**src/rtl/mux_n_stream_reg.sv**
```systemverilog
// N-way registered stream multiplexer with valid/ready handshake and a one-entry output register.
// MODE=0 picks the channel named by S; MODE=1 arbitrates round-robin over valid channels.
module mux_n_stream_reg #(
    parameter  int N    = 4,
    parameter  int W    = 8,
    parameter  int MODE = 0,
    localparam int SW   = $clog2(N)
) (
    input  logic            CK,
    input  logic            RN,
    input  logic [N*W-1:0]  A,
    input  logic [N-1:0]    AV,
    output logic [N-1:0]    AR,
    input  logic [SW-1:0]   S,
    output logic [W-1:0]    Z,
    output logic            ZV,
    input  logic            ZR,
    output logic [SW-1:0]   GNT
);

    logic          load_en;
    logic          s_legal;
    logic          av_at_s;
    logic          sel_ok;
    logic          xfer;
    logic [SW-1:0] sel;
    logic [SW-1:0] ptr;
    logic [SW-1:0] ptr_after_sel;
    logic [W-1:0]  sel_data;

    assign load_en       = ~ZV | ZR;
    assign s_legal       = (32'(S) < 32'(N));
    assign xfer          = load_en & sel_ok;
    assign ptr_after_sel = (sel == SW'(N - 1)) ? '0 : sel + 1'b1;

    always_comb begin
        av_at_s = 1'b0;
        for (int i = 0; i < N; i++)
            if (S == SW'(i)) av_at_s = AV[i];
    end

    // Round-robin search: first the channels at or above ptr, then wrap to those below it.
    always_comb begin
        sel    = '0;
        sel_ok = 1'b0;
        if (MODE == 0) begin
            sel    = S;
            sel_ok = s_legal & av_at_s;
        end else begin
            for (int i = 0; i < N; i++) begin
                if (!sel_ok && AV[i] && (SW'(i) >= ptr)) begin
                    sel    = SW'(i);
                    sel_ok = 1'b1;
                end
            end
            for (int i = 0; i < N; i++) begin
                if (!sel_ok && AV[i] && (SW'(i) < ptr)) begin
                    sel    = SW'(i);
                    sel_ok = 1'b1;
                end
            end
        end
    end

    always_comb begin
        sel_data = '0;
        for (int i = 0; i < N; i++)
            if (sel == SW'(i)) sel_data = A[i*W +: W];
    end

    // Ready is forced low during reset so no producer sees a handshake while the register is cleared.
    always_comb begin
        AR = '0;
        for (int i = 0; i < N; i++)
            AR[i] = RN & load_en & (sel == SW'(i)) & ((MODE == 1) ? AV[i] : s_legal);
    end

    always_ff @(posedge CK or negedge RN) begin
        if (!RN) begin
            Z   <= '0;
            ZV  <= 1'b0;
            GNT <= '0;
            ptr <= '0;
        end else if (xfer) begin
            Z   <= sel_data;
            ZV  <= 1'b1;
            GNT <= sel;
            if (MODE == 1) ptr <= ptr_after_sel;
        end else if (ZV && ZR) begin
            ZV <= 1'b0;
        end
    end

endmodule

```
**config.mk**
```make
export PLATFORM = sky130hd
export DESIGN_NAME = mux_n_stream_reg
export DESIGN_NICKNAME = d
export VERILOG_FILES = /design/src/rtl/mux_n_stream_reg.sv
export SDC_FILE = /design/constraint.sdc
export NUM_CORES = 1
export LEC_CHECK = 0
export CAP_MARGIN = 5
export CORE_UTILIZATION = 32
export DETAILED_ROUTE_END_ITERATION = 7
export PLACE_DENSITY = 0.79
export SLEW_MARGIN = 20
export SYNTH_ARGS = -nofsm -noshare
export SYNTH_HDL_FRONTEND = slang
export SYNTH_SLANG_ARGS = --single-unit
```
**constraint.sdc**
```tcl
create_clock -name CK -period 2.05 [get_ports CK]
set_clock_uncertainty 0.1 [all_clocks]
set_input_delay 0.41 -clock CK [delete_from_list [all_inputs] [get_ports CK]]
set_output_delay 0.41 -clock CK [all_outputs]
set_load 0.01 [all_outputs]
```
==> summary.txt, run 1 <==
Synth
  – Synth Cell Area: 712 um2
  – Post-synth ARST share: 100%
  – Register bit count reported by yosys: 11
  – Area contributors post-synth: dfrtp_1 (39%), mux4_2 (19%), mux2_2 (16%)
  – Synth warn: 0
  – Post-synth top area cell: dfrtp_1
  – Count leader, synth: dfrtp_1
  – Avg Inst Size Synth: 14.5 um2
  – Post-synthesis cell type count: 18
  – Post-synth top cells: dfrtp_1 (11), mux2_2 (10), mux4_2 (6)
  – Mapped Cells: 49
  – Post-synth EDFFs: 0
  – Post-synth net total: 90
  – Seq/Total Area, Yosys: 38.7%
  – Main flop type after synthesis: dfrtp_1
  – Synth top area share: 38.7%

Clocking
  – CTS Buf Count: 3
  – Hold-fix buffers, CTS: 0
  – Worst skew pair latency: 0.26 ns
  – Clk buf depth: 2
  – CTS clk-pin slew, worst paths: 0.07 ns
  – H-tree Lvls: 1
  – CTS tree: built
  – CTS sink cnt: 11
  – Root Driver: clkbuf_4

Placed design
  – DP HPWL: 1750 um
  – Port Buffers: 55
  – Placed instance count: 139
  – Routability cong.: 0.714

Min path
  – Hold crit path type: reg2reg
  – Hold Path Stages: 1

Global route
  – First-pass GRT wire length: 3420 um
  – Gr ovfl total: 0
  – Vias in the first global route: 734
  – All-Layer GR Usage: 19.0%
  – Largest net degree at the start of global routing: 9
  – Initial antenna violation count: 0

Timing
  – Fmax: 517 MHz
  – Tightest Pin Transition: 0.247 ns
  – Fin. max-slew vios: 0
  – Final hold vios: 0
  – Final worst path period share: 94.4%
  – Setup TNS: 0 ns
  – Fin crit period: 1.93 ns
  – Unrepaired setup endpoints after global routing: false
  – Final setup violation count: 0
  – Max_slew headroom: 83.5%

Setup path
  – Cell mode on critical path: buf_4
  – Setup crit end kind: flop
  – Crit path launch type: input pin
  – Worst Path Required: 2.09 ns
  – Worst R2R Path Depth: 6
  – Setup CP Type: in2reg
  – Slowest stage cell, crit path: clkdlybuf4s50_1
  – Crit Path Max Fanout: 4
  – Worst stage delay on the critical path: 0.42 ns
  – Worst path cell trace: clkdlybuf4s50_1 -> nand2b_4 -> buf_4 -> and3b_4 -> a31oi_4 -> buf_4 -> mux2_2
  – Arr. time, crit path: 1.98 ns

Power and ir drop
  – P_leak: 0.589 nW
  – Peak supply drop: 0.333 mV
  – Power Density: 586 nW/um2

Route
  – DRT Pass-1 Iters: 2
  – DR DRC count: 0
  – Vias/cell: 4.84
  – DR vias: 692
  – Routed Antenna Nets: 0
  – DRT Wirelength: 2060 um
  – DRT iter0 DRCs: 3
  – Wire length per cell: 14.4 um

Finish
  – Antenna cell count: 0
  – Utilization after layout: 68.8%
  – # fillers: 162
  – Final Non-Filler Cells: 143
  – Register area: 275 um2
  – Area of the multi-input gates: 418 um2
  – Nets: 158
  – Area growth, synth to finish: 95.3%
  – Share of cells above drive strength 1: 34.5%

Floorplanning
  – Starting Density: 35.2%
  – Die Ht: 49.2 um
  – Core area: 2020 um2
  – Die ar.: 2420 um2
  – Top Ports: 56
  – Die X-Extent: 49.2 um
  – Row count: 16

Run status
  – Status: completed

Flow run
  – Max-capacitance violation count: 0
[repair_timing]
item | CTS | global route
endpoints found under the setup margin | 13 | 12
gates resized for setup | 12 | 8
buffers inserted | 0 | 0
[stage by stage]
| stage | hold slack, ns | area [um2] | worst slack, ns | total power, mW |
|---|---|---|---|---|
| after floorplan | 0.0144 | 712 | 0.202 | 0.442 |
| after global placement | 0.388 | 1360 | -0.329 | 0.664 |
| after detailed placement | 0.393 | 1360 | -0.350 | 0.676 |
| after CTS | 0.390 | 1400 | -0.0162 | 0.821 |
| after global routing | 0.408 | 1390 | 0.0695 | 0.861 |
| final | 0.406 | 1390 | 0.115 | 0.815 |
[cell usage in the layout, fill, tap and decap left out, types with 3 or more instances in the layout]
| cell type | instances |
|---|---|
| mux2_2 | 10 |
| dfrtp_1 | 11 |
| clkdlybuf4s50_1 | 49 |
| buf_4 | 10 |
| clkbuf_2 | 3 |
| mux4_2 | 6 |
| clkbuf_4 | 3 |
[where the power goes]
group | total (mW) | internal, mW | switching [mW] | leakage [nW]
clock network | 0.144 | 0.0750 | 0.0691 | 0.0150
logic | 0.373 | 0.255 | 0.118 | 0.447
registers | 0.298 | 0.270 | 0.0282 | 0.127
[state kept, by name, indices dropped and copies added, names as in the netlist]
signal,flops
GNT,2
Z,8
ZV,1
[critical path: cells and delay by family]
family          cells  cell delay (ns)
buf+inv             3             0.74
mux                 1             0.33
compound gates      1             0.16
simple gates        2             0.34
[logic make-up (layout without fill, tap and decap cells)]
kind of cell           Yosys count  in the layout  share of synthesized area [%]
muxes                           20             20                           45.7
and+or+nand+nor                 10             10                           7.56
AOI/OAI and AO/OA                2              2                           3.69
DFF                             11             11                           38.7
buffers and inverters            6             73                           4.39
[area by class of cell]
cell class                      instances  share of cell area (%)
Timing Repair Buffer                   67                    45.3
Clock buffer                            4                    1.89
Tap cell                               27                    2.43
Sequential cell                        11                    19.8
Inverter                                2                   0.540
Multi-Input combinational cell         32                    30.1
[final timing paths]
check / start / end / slack [ns]
setup / recovery: ZR / Z[2] / 0.12
hold / removal: Z[6] / Z[6] / 0.41
setup reg to reg: ZV / Z[2] / 0.37
hold reg to reg: Z[6] / Z[6] / 0.41
max in group asynchronous: RN / Z[2] / 1.28
min in group asynchronous: RN / ZV / 0.42
[metal layers]
layer / routed length (um) / up-vias / track usage [%]
li1: - / 326 / -
met1: 796 / 324 / 21.4
met2: 1050 / 40 / 33.1
met3: 196 / 2 / 5.61
met4: 17 / 0 / 7.84
met5: 0 / - / 0
Note: power is estimated with default switching activity, not from simulation.
==> run 2, diff against run 1 <==
- SETUP_SLACK_MARGIN: default -> 0.4
==> summary.txt, run 2 (same netlist as run 1, synthesis figures left out) <==
Setup path
  – Crit Path Max Fanout: 7 (+3)
  – RR Startpoint: ZV
  – Setup crit end kind: flop
  – Worst path cell trace: clkdlybuf4s18_2 -> buf_6 -> and3b_4 -> a31oi_4 -> buf_6 -> mux2_4
  – Worst stage delay on the critical path: 0.29 ns (-0.13 ns)
  – Worst Path Required: 2.09 ns (about the same)
  – Arr. time, crit path: 1.67 ns (-0.31 ns)
  – Slowest stage cell, crit path: mux2_4
  – Crit path launch type: input pin
  – Cell mode on critical path: buf_6
  – Origin of the worst setup path: S[1]
  – Setup CP Type: in2reg

Timing
  – Tightest Pin Transition: 0.192 ns (-0.0548 ns)
  – Fin crit period: 1.63 ns (-0.303 ns)
  – Fin worst setup slack: 0.418 ns (+0.303 ns)
  – Unrepaired setup endpoints after global routing: true
  – Final worst path period share: 79.6% (-15 points)
  – Max_slew headroom: 87.2% (+3.7 points)
  – Fin. max-slew vios: 0 (unchanged)
  – Final setup violation count: 0 (unchanged)
  – Final hold vios: 0 (unchanged)
  – Setup TNS: 0 ns (unchanged)
  – Fmax: 613 MHz (+19%)

Route
  – DRT iter0 DRCs: 5 (+2)
  – DR DRC count: 0 (unchanged)
  – Wire length per cell: 14.1 um (-2.1%)
  – Vias/cell: 4.83 (-0.24%)
  – DRT Pass-1 Iters: 3 (+1)
  – DRT Wirelength: 2040 um (-0.73%)
  – DR vias: 700 (+1.2%)
  – Routed Antenna Nets: 0 (unchanged)

Finish
  – Biggest register: Z
  – Finished Cell Area: 1450 um2 (+4.1%)
  – Largest register FFs: 8 (unchanged)
  – Utilization after layout: 71.5% (+2.8 points)
  – Share of cells above drive strength 1: 39.8% (+5.3 points)
  – Most frequent cells in the layout: clkdlybuf4s50_1 (32), dlygate4sd2_1 (12), dfrtp_1 (11), mux2_4 (11), buf_4 (9)
  – Antenna cell count: 0 (unchanged)
  – Largest regs: Z: 8 flops, GNT: 2 flops, ZV: 1 flops
  – Most common cell after layout, fill and taps aside: clkdlybuf4s50_1
  – Area growth, synth to finish: 103%
  – Nets: 160 (+1.3%)

Clocking
  – CTS Buf Count: 3 (unchanged)
  – CTS sink cnt: 11 (unchanged)
  – Worst skew pair latency: 0.25 ns (about the same)
  – CTS tree: built
  – CTS clk-pin slew, worst paths: 0.06 ns (about the same)
  – H-tree Lvls: 1 (unchanged)
  – Hold-fix buffers, CTS: 0 (unchanged)
  – Root Driver: clkbuf_4
  – Clk buf depth: 2 (unchanged)

Global route
  – Global Route met3 Usage: 4.36% (-1.2 points)
  – First-pass GRT wire length: 3420 um (-0.20%)
  – Vias in the first global route: 742 (+1.1%)
  – Gr ovfl total: 0 (unchanged)
  – All-Layer GR Usage: 18.8% (-0.27 points)
  – Initial antenna violation count: 0 (unchanged)
  – Grt met2 use: 34.7% (+1.6 points)
  – Largest net degree at the start of global routing: 10 (+1)
  – Met1 usage: 20.8% (-0.60 points)
  – GRT Max-Usage Layer: met2

Power and ir drop
  – P_leak: 0.680 nW (+15%)
  – Sw frac: 27.1% (+0.70 points)
  – Clock network power share: 17.1% (-0.6 points)
  – Part of the power in combinational logic: 46.6% (+0.9 points)
  – Net Sw Power: 0.224 mW (+4.1%)
  – Peak supply drop: 0.323 mV (-2.9%)
  – Tot Pwr: 0.826 mW (+1.4%)
  – Cell Int Power: 0.603 mW (+0.43%)
  – Power Density: 571 nW/um2 (-2.6%)
  – Seq pwr share: 36.3% (-0.3 points)

Floorplanning
  – Core area: 2020 um2 (unchanged)
  – Die X-Extent: 49.2 um (unchanged)
  – Starting Density: 35.2% (unchanged)
  – Die ar.: 2420 um2 (unchanged)
  – Top Ports: 56 (unchanged)
  – Row count: 16 (unchanged)
  – Die Ht: 49.2 um (unchanged)

Min path
  – Hold crit path type: in2async

Placed design
  – Port Buffers: 55 (unchanged)
  – DP HPWL: 1580 um (-10%)
  – Place WS: -0.350 ns (+0.000189 ns)
  – Area of placed instances: 1360 um2 (unchanged)
  – Routability cong.: 0.809 (+13%)

Flow run
  – Max-capacitance violation count: 0 (unchanged)

Run status
  – Status: completed
==> run 2: cell count changes in the layout (fill, tap and decap cells not counted), sizes merged <==
cell,previous run,this run
dlygate4sd2,1,12
dlymetal6s2s,1,2
clkdlybuf4s18,0,1
buf,13,19
clkdlybuf4s15,0,2
clkdlybuf4s50,49,32
clkbuf,7,5
==> run 2: what timing repair did <==
item / CTS / global route
resized for setup: 60 / 6
endpoints found under the hold margin: 0 / 0
pin swaps: 3 / 2
buffers inserted: 1 / 1
setup endpoints to repair: 23 / 15
==> run 2: worst max-delay path, delay by kind of cell <==
| kind | cells | cell delay (ns) |
|---|---|---|
| and+or+nand+nor | 1 | 0.21 |
| muxes | 1 | 0.29 |
| AOI/OAI and AO/OA | 1 | 0.19 |
| buffers and inverters | 3 | 0.57 |
==> run 2: routing by layer <==
layer / wire, um / up-vias
met5: 0 / -
met4: 13 / 0
met3: 173 / 2
met2: 1030 / 39
met1: 829 / 334
li1: - / 325
==> run 2: power groups by stage <==
stage | combinational [mW] | clock, mW | sequential (mW)
5_1_grt | 0.409 | 0.156 | 0.306
3_5_place_dp | 0.373 | 0 | 0.303
2_1_floorplan | 0.118 | 0 | 0.325
3_3_place_gp | 0.365 | 0 | 0.301
6_report | 0.385 | 0.141 | 0.300
4_1_cts | 0.385 | 0.145 | 0.300
==> run 2: worst paths after layout <==
kind | endpoint | slack [ns] | cells past startpoint
worst max-delay path | GNT[0] | 0.42 | 6
worst min-delay path | ZV | 0.16 | 2
worst max register to register | GNT[0] | 0.44 | 6
worst min register to register | Z[2] | 0.41 | 1
max in group asynchronous | GNT[0] | 1.52 | 2
min in group CK | Z[2] | 0.41 | 1
==> run 2: layout make-up <==
class | count | area (um2)
well taps | 27 | 33.8
multi-input cells | 32 | 463
inverters | 2 | 7.51
flip-flops and latches | 11 | 275
repair buffers | 69 | 641
clock buffers | 4 | 26.3
fillers | 153 | 576
==> run 2: through the flow <==
stage,cells,hold slack [ns]
floorplan,49,0.0144
global placement,139,0.392
detailed placement,139,0.392
CTS,144,0.149
global route,145,0.184
finish,145,0.165
==> run 3, diff against run 2 <==
- CORE_UTILIZATION: 32 -> 29
- PLACE_DENSITY: 0.79 -> 0.76
- clock period: 2.05 -> 1.4 ns (I/O delays scaled with it)
==> summary.txt, run 3 (same netlist as run 1, synthesis figures left out) <==
Setup path
  – Slowest stage cell, crit path: dfrtp_1
  – Worst Path Required: 1.44 ns (-0.65 ns)
  – Critical path buffer and inverter count: 3 (unchanged)
  – Delay-heaviest family, CP: flip-flops
  – Worst stage delay on the critical path: 0.39 ns (+0.10 ns)
  – Crit path launch type: flop
  – Cell mode on critical path: buf_6
  – Setup CP Type: reg2reg
  – Crit Path Max Fanout: 5 (-2)
  – Setup crit end kind: flop
  – Worst path cell trace: nand2b_4 -> buf_6 -> and3b_4 -> a31oi_4 -> buf_6 -> buf_12 -> mux2_4
  – Arr. time, crit path: 1.72 ns (+0.05 ns)

Finish
  – Biggest register: Z
  – Share of cells above drive strength 1: 51.2% (+11 points)
  – Most common cell after layout, fill and taps aside: clkdlybuf4s50_1
  – Area growth, synth to finish: 117%
  – Utilization after layout: 68.6% (-2.9 points)
  – # fillers: 180 (+18%)
  – Nets: 167 (+4.4%)
  – Largest regs: Z: 8 flops, GNT: 2 flops, ZV: 1 flops
  – Final Non-Filler Cells: 153 (+5.5%)
  – Most frequent cells in the layout: clkdlybuf4s50_1 (32), buf_4 (14), dfrtp_1 (11), mux2_4 (11), buf_2 (10)
  – Largest register FFs: 8 (unchanged)
  – Antenna cell count: 0 (unchanged)

Timing
  – Final setup violation count: 13 (+13)
  – Hold WS: 0.0921 ns (-0.0728 ns)
  – Fin. max-slew vios: 0 (unchanged)
  – Max_slew headroom: 87.6% (+0.41 points)
  – Fmax: 595 MHz
  – Unrepaired setup endpoints after global routing: true
  – Fin crit period: 1.68 ns
  – Fin worst setup slack: -0.281 ns (-0.699 ns)
  – Final hold vios: 0 (unchanged)
  – Final worst path period share: 120%
  – Tightest Pin Transition: 0.186 ns (-0.00621 ns)
  – Setup TNS: -3.10 ns (-3.10 ns)

Min path
  – Hold crit path type: in2async

Route
  – Vias/cell: 4.80 (-0.63%)
  – DRT Wirelength: 2200 um (+7.7%)
  – DR vias: 734 (+4.9%)
  – DRT iter0 DRCs: 4 (-1)
  – DRT Pass-1 Iters: 4 (+1)
  – Routed Antenna Nets: 0 (unchanged)
  – Wire length per cell: 14.4 um (+2.1%)
  – DR DRC count: 0 (unchanged)

Clocking
  – Clk buf depth: 2 (unchanged)
  – Worst skew pair latency: 0.26 ns (about the same)
  – CTS sink cnt: 11 (unchanged)
  – CTS Buf Count: 3 (unchanged)
  – H-tree Lvls: 1 (unchanged)
  – CTS clk-pin slew, worst paths: 0.07 ns (about the same)
  – Root Driver: clkbuf_4
  – CTS tree: built
  – Hold-fix buffers, CTS: 0 (unchanged)

Flow run
  – Max-capacitance violation count: 0 (unchanged)

Floorplanning
  – Core area: 2250 um2 (+12%)
  – Die Ht: 51.5 um (+4.8%)
  – Row count: 17 (+1)
  – Die X-Extent: 51.5 um (+4.8%)
  – Starting Density: 31.6% (-3.6 points)
  – Die ar.: 2660 um2 (+9.9%)
  – Top Ports: 56 (unchanged)

Global route
  – Gr ovfl total: 0 (unchanged)
  – Initial antenna violation count: 0 (unchanged)
  – Largest net degree at the start of global routing: 12 (+2)
  – All-Layer GR Usage: 17.9% (-0.83 points)
  – First-pass GRT wire length: 3470 um (+1.6%)
  – Vias in the first global route: 800 (+7.8%)

Placed design
  – Routability cong.: 0.628 (-22%)
  – DP HPWL: 1670 um (+6.0%)
  – Placed instance count: 137 (-1.4%)
  – Port Buffers: 55 (unchanged)

Power and ir drop
  – Tot Pwr: 1.32 mW (+59%)
  – Power Density: 852 nW/um2 (+49%)
  – Peak supply drop: 0.498 mV (+54%)
  – P_leak: 0.724 nW (+6.4%)

Run status
  – Violated checks: setup timing
  – Status: finished with violations
-- run 3: cell count changes in the layout (fill, tap and decap cells not counted), sizes merged --
| cell | delta |
|---|---|
| buf | +16 |
| dlygate4sd2 | -6 |
| clkbuf | -1 |
| clkdlybuf4s15 | -1 |
| clkdlybuf4s18 | -1 |
-- run 3: report_power, final --
group	internal, mW	total (mW)	leakage [nW]	switching (mW)
Clock	0.110	0.209	0.0150	0.0989
Sequential	0.396	0.442	0.127	0.0456
Combinational	0.450	0.667	0.582	0.217
Total	0.956	1.32	0.724	0.361
-- run 3: final timing paths --
check / startpoint / endpoint / slack, ns / cells after the start
hold reg to reg: GNT[0] / GNT[0] / 0.41 / 1
max in group asynchronous: RN / Z[1] / 0.96 / 2
setup reg to reg: ZV / Z[0] / -0.28 / 7
min in group CK: S[0] / ZV / 0.35 / 4
setup / recovery: ZV / Z[0] / -0.28 / 7
hold / removal: RN / Z[3] / 0.09 / 2
-- run 3: repair_timing --
action,4_1_cts,5_1_grt
resized for setup,80,8
hold endpoints to repair,0,0
pin swaps,2,3
cloned,1,0
setup buffers,7,4
endpoints found under the setup margin,26,26
-- run 3: layout make-up --
cell class / count / area [um2] / area share, %
Clock buffer: 4 / 26.3 / 1.70
Tap cell: 28 / 35.0 / 2.27
Timing Repair Buffer: 76 / 713 / 46.1
Sequential cell: 11 / 275 / 17.8
Multi-Input combinational cell: 32 / 489 / 31.6
Inverter: 2 / 7.51 / 0.485
-- run 3: stage by stage --
| step | worst slack, ns | cell area (um2) |
|---|---|---|
| after floorplan | -0.318 | 795 |
| after global placement | -0.801 | 1400 |
| after detailed placement | -0.864 | 1400 |
| after CTS | -0.279 | 1510 |
| after global routing | -0.330 | 1550 |
| final | -0.281 | 1550 |
-- run 3: routing by layer --
metal / share of wire [%] / track usage (%) / vias up
met2: 49 / 32.7 / 47
li1: - / - / 342
met3: 12 / 6.73 / 2
met5: 0 / 0 / -
met1: 38 / 19.5 / 343
met4: 0.36 / 4.05 / 0
-- run 3: worst reg2reg max path, stage by stage, from the launching register on --
cell and delay, ns:
dfrtp_1 0.39, nand2b_4 0.07, buf_6 0.11, and3b_4 0.18, a31oi_4 0.17, buf_6 0.13
buf_12 0.11, mux2_4 0.30
